===== config.mk =====
export PLATFORM = sky130hd
export DESIGN_NAME = oper_order_exp_diff
export DESIGN_NICKNAME = d
export VERILOG_FILES = /design/src/rtl/oper_order_exp_diff.sv
export SDC_FILE = /design/constraint.sdc
export NUM_CORES = 1
export LEC_CHECK = 0
export CORE_ASPECT_RATIO = 1.5
export CORE_MARGIN = 5
export CORE_UTILIZATION = 40
export CTS_BUF_LIST = sky130_fd_sc_hd__clkbuf_8 sky130_fd_sc_hd__clkbuf_16
export DETAILED_ROUTE_END_ITERATION = 16
export MAX_ROUTING_LAYER = met4
export SETUP_SLACK_MARGIN = 0.3
export SLEW_MARGIN = 15
export SYNTH_ARGS = -nofsm -noshare
export SYNTH_HDL_FRONTEND = slang
export SYNTH_SLANG_ARGS = --single-unit

===== constraint.sdc =====
create_clock -name clk -period 16.65 [get_ports clk]
set_input_delay 4.1625 -clock clk [delete_from_list [all_inputs] [get_ports clk]]
set_output_delay 4.1625 -clock clk [all_outputs]
set_load 0.1 [all_outputs]

===== src/rtl/oper_order_exp_diff.sv =====
// Operand-ordering stage behind the magnitude comparator. It registers major/minor operands and the exponent difference
// in a 2-entry elastic buffer. Optional macro EXP_DIFF_SAT_EN clamps exp_diff to SW+3.
//
// state | meaning
// EMPTY | no entry held; head outputs invalid
// ONE   | head holds the oldest entry, skid empty
// FULL  | head and skid both hold entries; input stalled
module oper_order_exp_diff #(
  parameter int W  = 32,
  parameter int EW = 8,
  parameter int SW = 23
) (
  input  logic          clk,
  input  logic          rst,
  input  logic          in_valid,
  output logic          in_ready,
  input  logic [W-1:0]  Data_X,
  input  logic [W-1:0]  Data_Y,
  input  logic          gthan,
  output logic          out_valid,
  input  logic          out_ready,
  output logic [W-1:0]  major_op,
  output logic [W-1:0]  minor_op,
  output logic [EW-1:0] exp_diff,
  output logic          swap_flag
);

  localparam int ENT_W = 2*W + EW + 1;
  localparam logic [EW-1:0] SAT_LIM = EW'(SW + 3);

  typedef enum logic [1:0] {EMPTY, ONE, FULL} state_t;

  state_t           state_q, state_d;
  logic             in_ready_q;
  logic [ENT_W-1:0] head_q, skid_q, new_ent;
  logic             head_load_new, head_load_skid, skid_load;

  logic             swap;
  logic [W-1:0]     major_c, minor_c;
  logic [EW-1:0]    diff_raw, diff_c;
  logic             in_xfer, out_xfer;

  // A tie keeps X as major so equal operands never report a swap.
  assign swap     = ~gthan & (Data_Y[W-2:0] != Data_X[W-2:0]);
  assign major_c  = swap ? Data_Y : Data_X;
  assign minor_c  = swap ? Data_X : Data_Y;
  assign diff_raw = major_c[W-2:SW] - minor_c[W-2:SW];

`ifdef EXP_DIFF_SAT_EN
  assign diff_c = (diff_raw > SAT_LIM) ? SAT_LIM : diff_raw;
`else
  assign diff_c = diff_raw;
`endif

  assign new_ent  = {major_c, minor_c, diff_c, swap};

  assign in_ready  = in_ready_q;
  assign out_valid = (state_q != EMPTY);
  assign in_xfer   = in_valid & in_ready_q;
  assign out_xfer  = out_valid & out_ready;

  always_comb begin
    state_d        = state_q;
    head_load_new  = 1'b0;
    head_load_skid = 1'b0;
    skid_load      = 1'b0;
    case (state_q)
      EMPTY: begin
        if (in_xfer) begin
          state_d       = ONE;
          head_load_new = 1'b1;
        end
      end
      ONE: begin
        if (in_xfer && !out_xfer) begin
          state_d   = FULL;
          skid_load = 1'b1;
        end else if (out_xfer && !in_xfer) begin
          state_d = EMPTY;
        end else if (in_xfer && out_xfer) begin
          head_load_new = 1'b1;
        end
      end
      FULL: begin
        if (out_xfer) begin
          state_d        = ONE;
          head_load_skid = 1'b1;
        end
      end
      default: state_d = EMPTY;
    endcase
  end

  always_ff @(posedge clk or posedge rst) begin
    if (rst) begin
      state_q    <= EMPTY;
      in_ready_q <= 1'b1;
      head_q     <= '0;
      skid_q     <= '0;
    end else begin
      state_q    <= state_d;
      in_ready_q <= (state_d != FULL);
      if (head_load_new)
        head_q <= new_ent;
      else if (head_load_skid)
        head_q <= skid_q;
      if (skid_load)
        skid_q <= new_ent;
    end
  end

  assign major_op  = head_q[ENT_W-1 -: W];
  assign minor_op  = head_q[EW+W   -: W];
  assign exp_diff  = head_q[EW     -: EW];
  assign swap_flag = head_q[0];

endmodule

# After elaboration in Yosys (flattened, before gate mapping)
# Cells that the tools add are included.
# W data, S select, Z words.
# op_classes
mux,18
eq_ne,4
n_addsub,1
bitwise_logic,4
reduce_logical,8
# op_table
operator,count
$mux W73,2
$mux W32,2
$ne A31 B31 Y1,1
$mux W1,8
$mux W2,4
$sub A8 B8 Y8,1
$pmux W2 S3,1
$reduce_bool A2 Y1,2
$and A1 B1 Y1,3
$logic_and A1 B1 Y1,3
$eq A2 B1 Y1 const B,1
$eq A2 B2 Y1 const B,1
$logic_not A1 Y1,2
$logic_not A2 Y1,1
$ne A2 B2 Y1 const B,1
$pmux W1 S2,1
$not A1 Y1,1
# word_totals
output_inout_bits,75
regBits,149
word_cells,39
in_bits,69

# Depth between registers and ports, before layout
# Gate-level depths: netlist of the first run.
# logic_depth
ltp_word,8
mapped_depth,12

# Worst setup path after synthesis of the first run
# OpenSTA, ideal clock, no wires.
# synth_path
path_kind,input -> register
startpoint,in Data_Y[27]
endpoint,reg head_q[6]
path_slack_ps,10421
setup_time_ps,137
stages,10
required_ps,16513
arrival_ps,6092
path_cell_list,buf_2 -> xor2_1 -> or3_4 -> nor4_4 -> a21oi_4 -> mux2i_1 -> o32a_1 -> o221ai_2 -> xnor2_1 -> a21oi_1
# synth_via
elab_chain_len,5
elab_cells_between_ends,6
# synth_rtl
item,line,rtl
from (decl),18,"input logic [W-1:0] Data_Y,"
$ne A31 B31 Y1,44,assign swap = ~gthan & (Data_Y[W-2:0] != Data_X[W-2:0]);
$and A1 B1 Y1,44,
$mux W32 (on tied branches),"45, 46",
$sub A8 B8 Y8 (*),47,assign diff_raw = major_c[W-2:SW] - minor_c[W-2:SW];
$mux W73 (*),103,if (head_load_new)
to (signal assigned),104,head_q <= new_ent;
to (signal assigned),106,head_q <= skid_q;
to (decl),35,"logic [ENT_W-1:0] head_q, skid_q, new_ent;"
# Mark *: on every way between the ends. The rest lies on a longest branch, timed or not.
# A chain may end at the register's enable or synchronous reset.

# Final worst setup path of the first run
# layout_path
startpoint,in Data_X[29]
endpoint,reg head_q[7]
# layout_via
elab_chain_len,5
elab_cells_between_ends,6
# layout_rtl
item,line,rtl
from (decl),17,"input logic [W-1:0] Data_X,"
$ne A31 B31 Y1,44,
$and A1 B1 Y1,44,
$mux W32 (on tied branches),"45, 46",
$sub A8 B8 Y8 (*),47,
$mux W73 (*),103,
# Marks and branches as above.

==> results.txt, run 1 <==
----------------------------------------------------
[Synth]
  Sequential-to-total area share from yosys stat ... 50.6%
  Synthesized cell area ... 0.00737 mm^2
  Number of synthesized flops with an enable pin ... 0
  Synthesized netlist net count ... 850
  Yosys warning count ... 0
  Largest cells by area after synthesis ... sky130_fd_sc_hd__dfrtp_1 50%, sky130_fd_sc_hd__mux2i_1 9.0%, sky130_fd_sc_hd__nand2_1 8.8%
  Number of synthesized register bits ... approximately 150
  Share of async-settable or async-resettable flops after synthesis ... 100%
  Syn Inst Count ... 781
  Biggest area consumer among synthesized cells ... sky130_fd_sc_hd__dfrtp_1
  Number of unique standard cell types used by synthesis ... 45
  Most used flip-flop cell after synthesis ... sky130_fd_sc_hd__dfrtp_1
  Mean cell area of the mapped netlist ... 9.44 um^2
  Area share of the largest cell type after synthesis ... about half

[Timing]
  TNS Setup ... 0 ns
  Number of endpoints failing setup at the final stage ... 0
  Worst setup margin ... 9.75 ns
  Top achievable clock speed ... 145 MHz
  Setup repair after global routing missed its margin ... no
  Time the worst path needs with I/O delays and setup ... 6.90 ns
  Crit share post-route ... 41.5%
  Rel. slew slack ... 24.9%
  Endpoints failing hold ... 0
  Worst-Margin Slew ... 1.13 ns
  Final count of pins violating max slew ... 0
  Worst-case clock skew ... 0.00744 ns

[Die]
  Floorplan die area ... 0.0213 mm^2
  Die Y-Extent ... between 150 and 200 um
  Die Wd ... between 100 and 150 um
  Floorplan Core Area ... between 0.015 and 0.02 mm^2
  Row Count ... 60
  Initial standard-cell utilization of the core ... 40.9%
  Number of top-level pins ... 144

[Critical path]
  Flop2flop setup slack ... 14.12 ns
  Cell depth of the worst flop-to-flop path ... 5
  Data arrival time of the critical path ... ~7.2 ns
  Crit Reg-Reg Startpoint ... in_ready
  Crit path launch ... Data_X[29]
  RR Endpoint ... skid_q[3]
  Critical Path Sink Type ... flip-flop
  Critical path launch point type ... input port
  Critical path type ... input port to flip-flop
  Top fanout value on the critical path ... 36
  CP required ... 16.92 ns

[Clocking]
  Clk_lat worst skew ... roughly 0.43 ns
  Resize count post-CTS ... 0
  Root Driver ... sky130_fd_sc_hd__clkbuf_16
  Clock transition at path regs ... approximately 0.060 ns
  Total number of H-tree levels ... 4
  Post-CTS setup repair buffer count ... 0
  Hold_buf cts ... 0
  TritonCTS Sinks ... 149
  Clock tree from TritonCTS ... done
  Maximum clock path buffer count ... 2
  Number of clock buffers inserted by TritonCTS ... 17

[Route]
  1st-pass router iterations ... 5
  Total number of vias ... 6217
  DRT iter0 DRCs ... 419
  Wire length per cell after detailed routing ... between 20 and 25 um
  Detail Route Antenna Nets ... 0
  Vias per std cell ... roughly 5.5
  Detailed-route wire length ... roughly 23 mm
  DRC Markers ... 0

[Min path]
  Worst hold path class ... flip-flop to flip-flop
  Worst-case hold path end point ... skid_q[57]
  Min-delay src ... skid_q[57]
  Hold Path Depth ... 2

[Finish]
  Total Nets Final ... 968
  Number of filler cells placed in the layout ... 1717
  Final core utilization ... 52.7%
  Layout-stage area growth over the synthesis result ... 28.9%
  Storage cell area ... 0.00373 mm^2
  Fraction of final layout cells with drive strength greater than 1 ... 6.25%
  Final cell area excluding filler cells ... 0.00950 mm^2
  Total inserted antenna cells ... 0
  Multi-input logic area ... roughly 0.0034 mm^2

[Power]
  Power density cells ... 236 mW/mm^2
  Static leakage power ... about 4.3 nW
  Peak supply drop ... 0.000138 V

[Flow run]
  Max Cap Viol ... 0

[Placement]
  Count of input and output buffers ... 143
  Post-detail-place hpwl ... 15.9 mm
  Cell Area, Placed ... about 0.0089 mm^2
  Weighted congestion at the end of routability-driven global placement ... 0.813
  Worst setup slack after placement ... between 9 and 10 ns

[GRT]
  Wire length of the first global-routing pass ... 36.7 mm
  Global-route usage over all layers ... 23.0%
  Antenna violations before repair ... 0
  Total gr overflow ... 0
  Largest net degree at the start of global routing ... 96
  Vias in the first global route ... roughly 6500

[Run status]
  Result of the run ... finished clean

----------------------------------------------------
==> worst max path at each step <==
stage,to,depth (start not counted)
after floorplan,head_q[0],1
after global placement,head_q[6],11
after detailed placement,head_q[6],11
after CTS,head_q[7],11
after global routing,head_q[7],11
final,head_q[7],11
==> state kept, by name, summed over array words and instances, names as in the netlist <==
register and cells:
state_q 2, in_ready 1, skid_q 73, head_q 73
==> final cells by class <==
class,count,share of cell area [%]
Clock buffer,18,4.62
Clock inverter,14,1.36
Inverter,7,0.329
Multi-Input combinational cell,572,35.8
Sequential cell,149,39.3
Tap cell,217,2.86
Timing Repair Buffer,152,15.8
==> cells in the mapped netlist (2+ instances only) <==
| library cell | count |
|---|---|
| sky130_fd_sc_hd__o21ai_1 | 95 |
| sky130_fd_sc_hd__buf_2 | 6 |
| sky130_fd_sc_hd__mux2i_1 | 66 |
| sky130_fd_sc_hd__nand2b_1 | 7 |
| sky130_fd_sc_hd__nor2b_1 | 6 |
| sky130_fd_sc_hd__o22ai_1 | 2 |
| sky130_fd_sc_hd__xor2_1 | 4 |
| sky130_fd_sc_hd__a21oi_1 | 52 |
| sky130_fd_sc_hd__or2_2 | 2 |
| sky130_fd_sc_hd__maj3_1 | 2 |
| sky130_fd_sc_hd__o211ai_1 | 2 |
| sky130_fd_sc_hd__a22oi_1 | 26 |
| sky130_fd_sc_hd__xnor2_1 | 33 |
| sky130_fd_sc_hd__nor3_1 | 2 |
| sky130_fd_sc_hd__o21a_1 | 2 |
| sky130_fd_sc_hd__inv_1 | 7 |
| sky130_fd_sc_hd__nor2_1 | 19 |
| sky130_fd_sc_hd__buf_6 | 3 |
| sky130_fd_sc_hd__nand4_1 | 6 |
| sky130_fd_sc_hd__and3_1 | 43 |
| sky130_fd_sc_hd__a31oi_1 | 4 |
| sky130_fd_sc_hd__mux2_2 | 3 |
| sky130_fd_sc_hd__buf_4 | 2 |
| sky130_fd_sc_hd__o21ai_0 | 6 |
| sky130_fd_sc_hd__nand2_1 | 173 |
| sky130_fd_sc_hd__dfrtp_1 | 148 |
| sky130_fd_sc_hd__clkbuf_1 | 42 |
==> stage by stage <==
| stage | total power [mW] | std cells | hold slack (ns) |
|---|---|---|---|
| finish | 2.24 | 1129 | 0.484 |
| global route | 2.35 | 1129 | 0.504 |
| CTS | 2.26 | 1129 | 0.489 |
| detailed placement | 1.88 | 1097 | 0.475 |
| global placement | 1.86 | 1097 | 0.461 |
| floorplan | 1.55 | 781 | 0.444 |
==> placed cells by master (no fill, tap or decap), types with 6 or more instances in the layout <==
cell / instances
sky130_fd_sc_hd__xnor2_1: 33
sky130_fd_sc_hd__dfrtp_1: 148
sky130_fd_sc_hd__and3_1: 43
sky130_fd_sc_hd__clkbuf_16: 17
sky130_fd_sc_hd__mux2i_1: 66
sky130_fd_sc_hd__nor2b_1: 6
sky130_fd_sc_hd__nand2b_1: 7
sky130_fd_sc_hd__a21oi_1: 52
sky130_fd_sc_hd__nand4_1: 6
sky130_fd_sc_hd__o21ai_0: 6
sky130_fd_sc_hd__nor2_1: 17
sky130_fd_sc_hd__a22oi_1: 26
sky130_fd_sc_hd__inv_1: 7
sky130_fd_sc_hd__nand2_1: 172
sky130_fd_sc_hd__o21ai_1: 95
sky130_fd_sc_hd__clkdlybuf4s50_1: 143
sky130_fd_sc_hd__buf_4: 9
==> per-layer routing <==
layer  global-route usage [%]  vias to the layer above  wire [um]
met5                        -                        -          0
met4                     8.60                        0        573
met3                     4.42                       34       1080
met2                     38.9                      178      12000
met1                     27.1                     3066       9490
li1                         -                     2939          -
==> logic make-up after synthesis <==
| kind of cell | count (synthesis) | synth area share, % |
|---|---|---|
| compound gates | 198 | 15.2 |
| buf+inv | 60 | 3.56 |
| simple gates | 264 | 16.2 |
| flops | 149 | 50.6 |
| xor+xnor | 38 | 4.62 |
| mux | 70 | 9.57 |
| fa+ha+maj | 2 | 0.272 |
==> power breakdown <==
group | switching (mW) | internal (mW) | total [mW]
Combinational | 0.927 | 0.302 | 1.23
Sequential | 0.107 | 0.535 | 0.641
Clock | 0.162 | 0.211 | 0.373
Total | 1.20 | 1.05 | 2.24
==> critical path, stage by stage <==
cell	delay (ns)
sky130_fd_sc_hd__clkdlybuf4s50_1	0.50
sky130_fd_sc_hd__xnor2_1	0.39
sky130_fd_sc_hd__nand4b_1	0.15
sky130_fd_sc_hd__nor4_1	0.53
sky130_fd_sc_hd__a21oi_4	0.10
sky130_fd_sc_hd__buf_4	0.32
sky130_fd_sc_hd__mux2i_1	0.29
sky130_fd_sc_hd__o21ai_0	0.11
sky130_fd_sc_hd__a22oi_1	0.23
sky130_fd_sc_hd__xor2_1	0.27
sky130_fd_sc_hd__a21oi_1	0.11
Note: power is estimated with default switching activity, not from simulation.
==> run 2, diff against run 1 <==
--- a/config.mk
+++ b/config.mk
@@ -11,6 +11,7 @@
 export CTS_BUF_LIST = sky130_fd_sc_hd__clkbuf_8 sky130_fd_sc_hd__clkbuf_16
 export DETAILED_ROUTE_END_ITERATION = 16
 export MAX_ROUTING_LAYER = met4
+export PLACE_DENSITY = 0.67
 export SETUP_SLACK_MARGIN = 0.3
 export SLEW_MARGIN = 15
 export SYNTH_ARGS = -nofsm -noshare
==> constraint.sdc (replaced) <==
create_clock -name clk -period 5.7 [get_ports clk]
set_input_delay 1.425 -clock clk [delete_from_list [all_inputs] [get_ports clk]]
set_output_delay 1.425 -clock clk [all_outputs]
set_load 0.1 [all_outputs]
==> run 2 against run 1 <==
Net effect:
- first-iteration DRC count is 4.1% lower
- routed wire length is 4.5% lower
- highest routed layer unchanged
- largest cell class unchanged
- critical path type unchanged
- non-clock buffer count is 1 higher
- count of clock-buffer cells in the layout is the same
==> results.txt, run 2 (synthesized netlist as in run 1, its figures left out) <==
----------------------------------------------------
[Run status]
  Result of the run ... finished clean

[Finish]
  Total Nets Final ... 969 (+0.10%)
  Top flop regs ... head_q: 73 flops, skid_q: 73 flops, state_q: 2 flops
  Total inserted antenna cells ... 0 (unchanged)
  Fraction of final layout cells with drive strength greater than 1 ... 6.46% (+0.21 points)
  Most frequent standard cell in the layout excluding fill and tap cells ... sky130_fd_sc_hd__nand2_1
  Number of filler cells placed in the layout ... 1609 (-6.3%)
  Commonest cells after routing, fill and taps aside ... 172 x sky130_fd_sc_hd__nand2_1, 148 x sky130_fd_sc_hd__dfrtp_1, 143 x sky130_fd_sc_hd__clkdlybuf4s50_1
  Layout-stage area growth over the synthesis result ... 29.6%

[Clocking]
  Hold_buf cts ... 0 (unchanged)
  Total number of H-tree levels ... 4 (unchanged)
  Number of clock buffers inserted by TritonCTS ... 17 (unchanged)
  Root Driver ... sky130_fd_sc_hd__clkbuf_16
  Post-CTS setup repair buffer count ... 0 (unchanged)
  Clk_lat worst skew ... 0.43 ns (about the same)
  Clock tree from TritonCTS ... done
  Maximum clock path buffer count ... 2 (unchanged)
  Clock transition at path regs ... 0.06 ns (about the same)
  TritonCTS Sinks ... 149 (unchanged)
  Resize count post-CTS ... 0 (unchanged)

[Timing]
  Time the worst path needs with I/O delays and setup ... approximately 4.2 ns
  Number of endpoints failing setup at the final stage ... 0 (unchanged)
  Top achievable clock speed ... 236 MHz
  Worst-case clock skew ... 0.00938 ns (+0.00195 ns)
  Endpoints failing hold ... 0 (unchanged)
  Worst-Margin Slew ... 1.06 ns (-0.0621 ns)
  Setup repair after global routing missed its margin ... no
  Crit share post-route ... around 74%
  Final count of pins violating max slew ... 0 (unchanged)
  TNS Setup ... 0 ns (unchanged)
  Rel. slew slack ... 28.8% (+3.9 points)

[Die]
  Die Y-Extent ... 176 um (unchanged)
  Row Count ... 60 (unchanged)
  Die Wd ... 121 um (unchanged)
  Floorplan Core Area ... 0.0180 mm^2 (unchanged)
  Initial standard-cell utilization of the core ... 40.9% (unchanged)
  Floorplan die area ... 0.0213 mm^2 (unchanged)
  Number of top-level pins ... 144 (unchanged)

[Route]
  Detailed-route wire length ... 22.1 mm (-4.5%)
  DRT iter0 DRCs ... 402 (-4.1%)
  Total number of vias ... 6112 (-1.7%)
  Vias per std cell ... 5.41 (-1.8%)
  Wire length per cell after detailed routing ... 19.6 um (-4.6%)
  Detail Route Antenna Nets ... 0 (unchanged)
  1st-pass router iterations ... 5 (unchanged)
  DRC Markers ... 0 (unchanged)

[Placement]
  Weighted congestion at the end of routability-driven global placement ... 0.906 (+11%)
  Count of input and output buffers ... 143 (unchanged)
  Post-detail-place hpwl ... 15.1 mm (-5.1%)

[GRT]
  Wire length of the first global-routing pass ... 34.4 mm (-6.2%)
  Most utilized layer in the global route result ... met2
  Largest net degree at the start of global routing ... 150 (+56%)
  Met2 GRT Util ... 35.0% (-3.9 points)
  Fraction of met1 tracks used by global routing ... 26.6% (-0.45 points)
  Met3 track demand over resource ... 4.46% (+0.032 points)
  Antenna violations before repair ... 0 (unchanged)
  Vias in the first global route ... 6084 (-7.0%)
  Global-route usage over all layers ... 21.5% (-1.5 points)
  Total gr overflow ... 0 (unchanged)

[Critical path]
  CP required ... 5.97 ns (-10.95 ns)
  Top fanout value on the critical path ... 32 (-11%)
  Flop2flop setup slack ... 3.27 ns (-10.85 ns)
  Data arrival time of the critical path ... 4.51 ns (-2.66 ns)
  Critical Path Sink Type ... flip-flop
  Critical path type ... input port to flip-flop
  Critical path launch point type ... input port

[Power]
  Peak supply drop ... 0.000446 V (+220%)
  Power density cells ... 684 mW/mm^2 (+190%)
  Static leakage power ... 4.30 nW (+0.63%)
  Total Power ... 6.54 mW (+190%)

[Flow run]
  Max Cap Viol ... 0 (unchanged)

[Min path]
  Worst hold path class ... flip-flop to flip-flop

----------------------------------------------------
run 2: worst max-delay path, stage by stage:
cell                              delay, ns
sky130_fd_sc_hd__clkdlybuf4s50_1       0.56
sky130_fd_sc_hd__xor2_1                0.39
sky130_fd_sc_hd__nand4b_1              0.18
sky130_fd_sc_hd__nor4_1                0.09
sky130_fd_sc_hd__a21oi_4               0.46
sky130_fd_sc_hd__buf_4                 0.50
sky130_fd_sc_hd__mux2i_1               0.29
sky130_fd_sc_hd__nor3_1                0.08
sky130_fd_sc_hd__a22oi_1               0.22
sky130_fd_sc_hd__xor2_1                0.20
sky130_fd_sc_hd__a21oi_1               0.10
run 2: layer usage:
layer	vias up	share of wire [%]
li1	2941	-
met1	2967	43
met2	174	49
met3	30	5.4
met4	0	2.6
met5	-	0
run 2: report_power, final:
| part | total, mW | switching (mW) | internal, mW |
|---|---|---|---|
| sequential | 1.84 | 0.282 | 1.56 |
| clock | 1.12 | 0.490 | 0.627 |
| combinational | 3.58 | 2.69 | 0.885 |
| total | 6.54 | 3.47 | 3.07 |
run 2: final cells by class:
type | instances | area (um^2) | share of cell area, %
well taps | 217 | 272 | 2.84
clock inverters | 14 | 143 | 1.49
clock buffers | 18 | 439 | 4.60
inverters | 7 | 30.0 | 0.314
flip-flops and latches | 149 | 3730 | 39.0
repair buffers | 153 | 1540 | 16.1
multi-input cells | 572 | 3400 | 35.6
run 2: path summary, 6_finish.rpt:
path | endpoint | depth (start not counted) | start
worst max register to register | head_q[2] | 5 | state_q[0]
worst min register to register | skid_q[38] | 2 | skid_q[38]
worst min-delay path | skid_q[38] | 2 | skid_q[38]
min in group asynchronous | head_q[60] | 3 | rst
max in group asynchronous | head_q[32] | 3 | rst
worst max-delay path | head_q[7] | 11 | Data_Y[25]
run 2: through the flow:
| stage | instance area [um^2] | instances | hold slack [ns] | util [%] | worst slack [ns] |
|---|---|---|---|---|---|
| floorplan | 7370 | 781 | 0.444 | - | 2.21 |
| global placement | 8940 | 1097 | 0.465 | 49.6 | 0.579 |
| detailed placement | 8940 | 1097 | 0.475 | 49.6 | 0.554 |
| CTS | 9530 | 1129 | 0.489 | 52.9 | 0.988 |
| global route | 9550 | 1130 | 0.509 | 53.0 | 1.27 |
| finish | 9550 | 1130 | 0.485 | 53.0 | 1.46 |
==> run 3, diff against run 2 <==
--- a/config.mk
+++ b/config.mk
@@ -11,7 +11,6 @@
 export CTS_BUF_LIST = sky130_fd_sc_hd__clkbuf_8 sky130_fd_sc_hd__clkbuf_16
 export DETAILED_ROUTE_END_ITERATION = 16
 export MAX_ROUTING_LAYER = met4
-export PLACE_DENSITY = 0.67
 export SETUP_SLACK_MARGIN = 0.3
 export SLEW_MARGIN = 15
 export SYNTH_ARGS = -nofsm -noshare
==> constraint.sdc (replaced) <==
create_clock -name clk -period 4.2 [get_ports clk]
set_input_delay 1.05 -clock clk [delete_from_list [all_inputs] [get_ports clk]]
set_output_delay 1.05 -clock clk [all_outputs]
set_load 0.1 [all_outputs]
==> run 3 against run 2 <==
Net effect:
- combinational power increased by 36%
- via count grew 3.0%
- critical path type unchanged
- hold slack worse by 0.0013 ns
- routed wire length grew 3.1%
- setup slack lost 0.90 ns
- sequential share of layout area is 0.63 points lower
- total power increased by 39%
- global-route usage grew 0.93 points
- largest cell class unchanged
- sequential power grew 39%
==> results.txt, run 3 (synthesized netlist as in run 1, its figures left out) <==
----------------------------------------------------
[Critical path]
  Critical Path Sink Type ... flip-flop
  Data arrival time of the critical path ... 3.92 ns (-0.59 ns)
  Critical path type ... input port to flip-flop
  Top fanout value on the critical path ... 9 (-72%)
  Critical-path cell list ... clkdlybuf4s50_1 > xnor2_1 > nand4b_1 > nor4_1 > a21oi_4 > mux2i_1 > o21ai_0 > a22oi_1 > xor2_1 > a21oi_1
  Critical path launch point type ... input port
  Largest stage delay on the critical path ... 0.53 ns (-0.03 ns)
  Flop2flop setup slack ... 2.00 ns (-1.27 ns)
  Library cell contributing the largest single delay on the critical path ... sky130_fd_sc_hd__nor4_1
  CP required ... 4.48 ns (-1.49 ns)

[Finish]
  Final cell area excluding filler cells ... 0.00971 mm^2 (+1.6%)
  Fraction of final layout cells with drive strength greater than 1 ... 7.99% (+1.5 points)
  Most frequent standard cell in the layout excluding fill and tap cells ... sky130_fd_sc_hd__nand2_1
  Top flop regs ... head_q: 73 flops, skid_q: 73 flops, state_q: 2 flops
  Commonest cells after routing, fill and taps aside ... 172 x sky130_fd_sc_hd__nand2_1, 148 x sky130_fd_sc_hd__dfrtp_1, 141 x sky130_fd_sc_hd__clkdlybuf4s50_1
  Total Nets Final ... 982 (+1.3%)
  Total inserted antenna cells ... 0 (unchanged)
  Layout-stage area growth over the synthesis result ... 31.7%

[Power]
  Peak supply drop ... 0.000722 V (+62%)
  Switching power summed over all nets ... 4.71 mW (+36%)
  Total Power ... 9.06 mW (+39%)
  Switching share of power ... 52.0% (-1.0 points)
  Proportion of power drawn by the clock network ... 18.1% (+1.0 points)
  Power density cells ... 933 mW/mm^2 (+36%)
  Cell-internal power ... 4.35 mW (+42%)
  Static leakage power ... 4.38 nW (+1.8%)
  Logic gate share of total power ... 53.8% (-0.9 points)
  Sequential cell fraction of total power ... 28.1% (about the same)

[Timing]
  Time the worst path needs with I/O delays and setup ... 3.64 ns
  Worst-Margin Slew ... 1.10 ns (+0.0326 ns)
  Worst-case clock skew ... 0.00824 ns (-0.00114 ns)
  Top achievable clock speed ... 275 MHz
  Endpoints failing hold ... 0 (unchanged)
  Setup repair after global routing missed its margin ... no
  Final count of pins violating max slew ... 0 (unchanged)
  Rel. slew slack ... 26.6% (-2.2 points)
  Crit share post-route ... 86.7%
  TNS Setup ... 0 ns (unchanged)
  Number of endpoints failing setup at the final stage ... 0 (unchanged)

[Clocking]
  Resize count post-CTS ... 0 (unchanged)
  Number of clock buffers inserted by TritonCTS ... 17 (unchanged)
  Total number of H-tree levels ... 4 (unchanged)
  Maximum clock path buffer count ... 2 (unchanged)
  Post-CTS setup repair buffer count ... 0 (unchanged)
  Clock tree from TritonCTS ... done
  TritonCTS Sinks ... 149 (unchanged)
  Clk_lat worst skew ... 0.43 ns (about the same)
  Clock transition at path regs ... 0.06 ns (about the same)
  Hold_buf cts ... 0 (unchanged)
  Root Driver ... sky130_fd_sc_hd__clkbuf_16

[Route]
  1st-pass router iterations ... 4 (-1)
  Detail Route Antenna Nets ... 0 (unchanged)
  DRT iter0 DRCs ... 487 (+21%)
  Total number of vias ... 6296 (+3.0%)
  Detailed-route wire length ... 22.8 mm (+3.1%)
  Wire length per cell after detailed routing ... 19.9 um (+2.0%)
  DRC Markers ... 0 (unchanged)
  Vias per std cell ... 5.51 (+1.8%)

[Die]
  Die Wd ... 121 um (unchanged)
  Floorplan die area ... 0.0213 mm^2 (unchanged)
  Floorplan Core Area ... 0.0180 mm^2 (unchanged)
  Number of top-level pins ... 144 (unchanged)
  Row Count ... 60 (unchanged)
  Initial standard-cell utilization of the core ... 40.9% (unchanged)
  Die Y-Extent ... 176 um (unchanged)

[Placement]
  Post-detail-place hpwl ... 16.3 mm (+8.1%)
  Cell Area, Placed ... 0.00907 mm^2 (+1.4%)
  Weighted congestion at the end of routability-driven global placement ... 0.892 (-1.5%)
  Count of input and output buffers ... 143 (unchanged)

[GRT]
  Largest net degree at the start of global routing ... 74 (-51%)
  Global-route usage over all layers ... 22.4% (+0.93 points)
  Wire length of the first global-routing pass ... 35.7 mm (+3.8%)
  Antenna violations before repair ... 0 (unchanged)
  Total gr overflow ... 0 (unchanged)
  Vias in the first global route ... 6250 (+2.7%)

[Run status]
  Result of the run ... finished clean

[Min path]
  Worst hold path class ... flip-flop to flip-flop

[Flow run]
  Max Cap Viol ... 0 (unchanged)

----------------------------------------------------
-- run 3: cell count changes in the layout (fill, tap and decap cells not counted), sizes merged --
cell           change
clkinv             -1
bufinv             +3
clkdlybuf4s50      -2
clkinvlp           +3
buf               +15
inv                -5
-- run 3: final cells by class --
class | count | area, um^2
flip-flops and latches | 149 | 3730
clock buffers | 18 | 439
repair buffers | 166 | 1640
multi-input cells | 572 | 3400
well taps | 217 | 272
fillers | 1639 | 8310
clock inverters | 14 | 201
inverters | 7 | 30.0
-- run 3: final timing paths --
check                            from    endpoint  cells past startpoint
setup / recovery           Data_X[29]   head_q[7]                     10
hold / removal             skid_q[60]  skid_q[60]                      2
setup reg to reg           state_q[0]  head_q[26]                      5
hold reg to reg            skid_q[60]  skid_q[60]                      2
max in group asynchronous         rst  head_q[15]                      3
min in group asynchronous         rst  skid_q[60]                      2
-- run 3: metrics by stage --
| step | hold WS, ns | util [%] | cells | setup slack (ns) |
|---|---|---|---|---|
| after floorplan | 0.444 | - | 781 | 1.08 |
| after global placement | 0.465 | 50.3 | 1111 | 0.235 |
| after detailed placement | 0.476 | 50.3 | 1111 | 0.148 |
| after CTS | 0.489 | 53.9 | 1143 | 0.614 |
| after global routing | 0.508 | 53.9 | 1143 | 0.321 |
| final | 0.484 | 53.9 | 1143 | 0.559 |
-- run 3: power by group through the flow --
| stage | sequential, mW | combinational [mW] | clock, mW |
|---|---|---|---|
| final | 2.55 | 4.88 | 1.64 |
| after global routing | 2.63 | 5.13 | 1.73 |
| after CTS | 2.56 | 4.91 | 1.67 |
| after floorplan | 4.96 | 1.17 | 0 |
| after global placement | 2.55 | 4.86 | 0 |
| after detailed placement | 2.57 | 4.90 | 0 |
-- run 3: worst max-delay path: cells and delay by family --
kind,cells,cell delay [ns]
buffers and inverters,1,0.51
AO/OA/AOI/OAI,4,0.71
multiplexers,1,0.31
AND/OR/NAND/NOR,2,0.67
XOR/XNOR,2,0.67
-- run 3: layer usage --
layer,part of all wire (%),vias up,GRT usage (%)
met5,0,-,-
met4,3.1,0,8.84
met3,4.5,35,3.59
met2,49,196,35.5
met1,43,3088,28.8
li1,-,2977,-
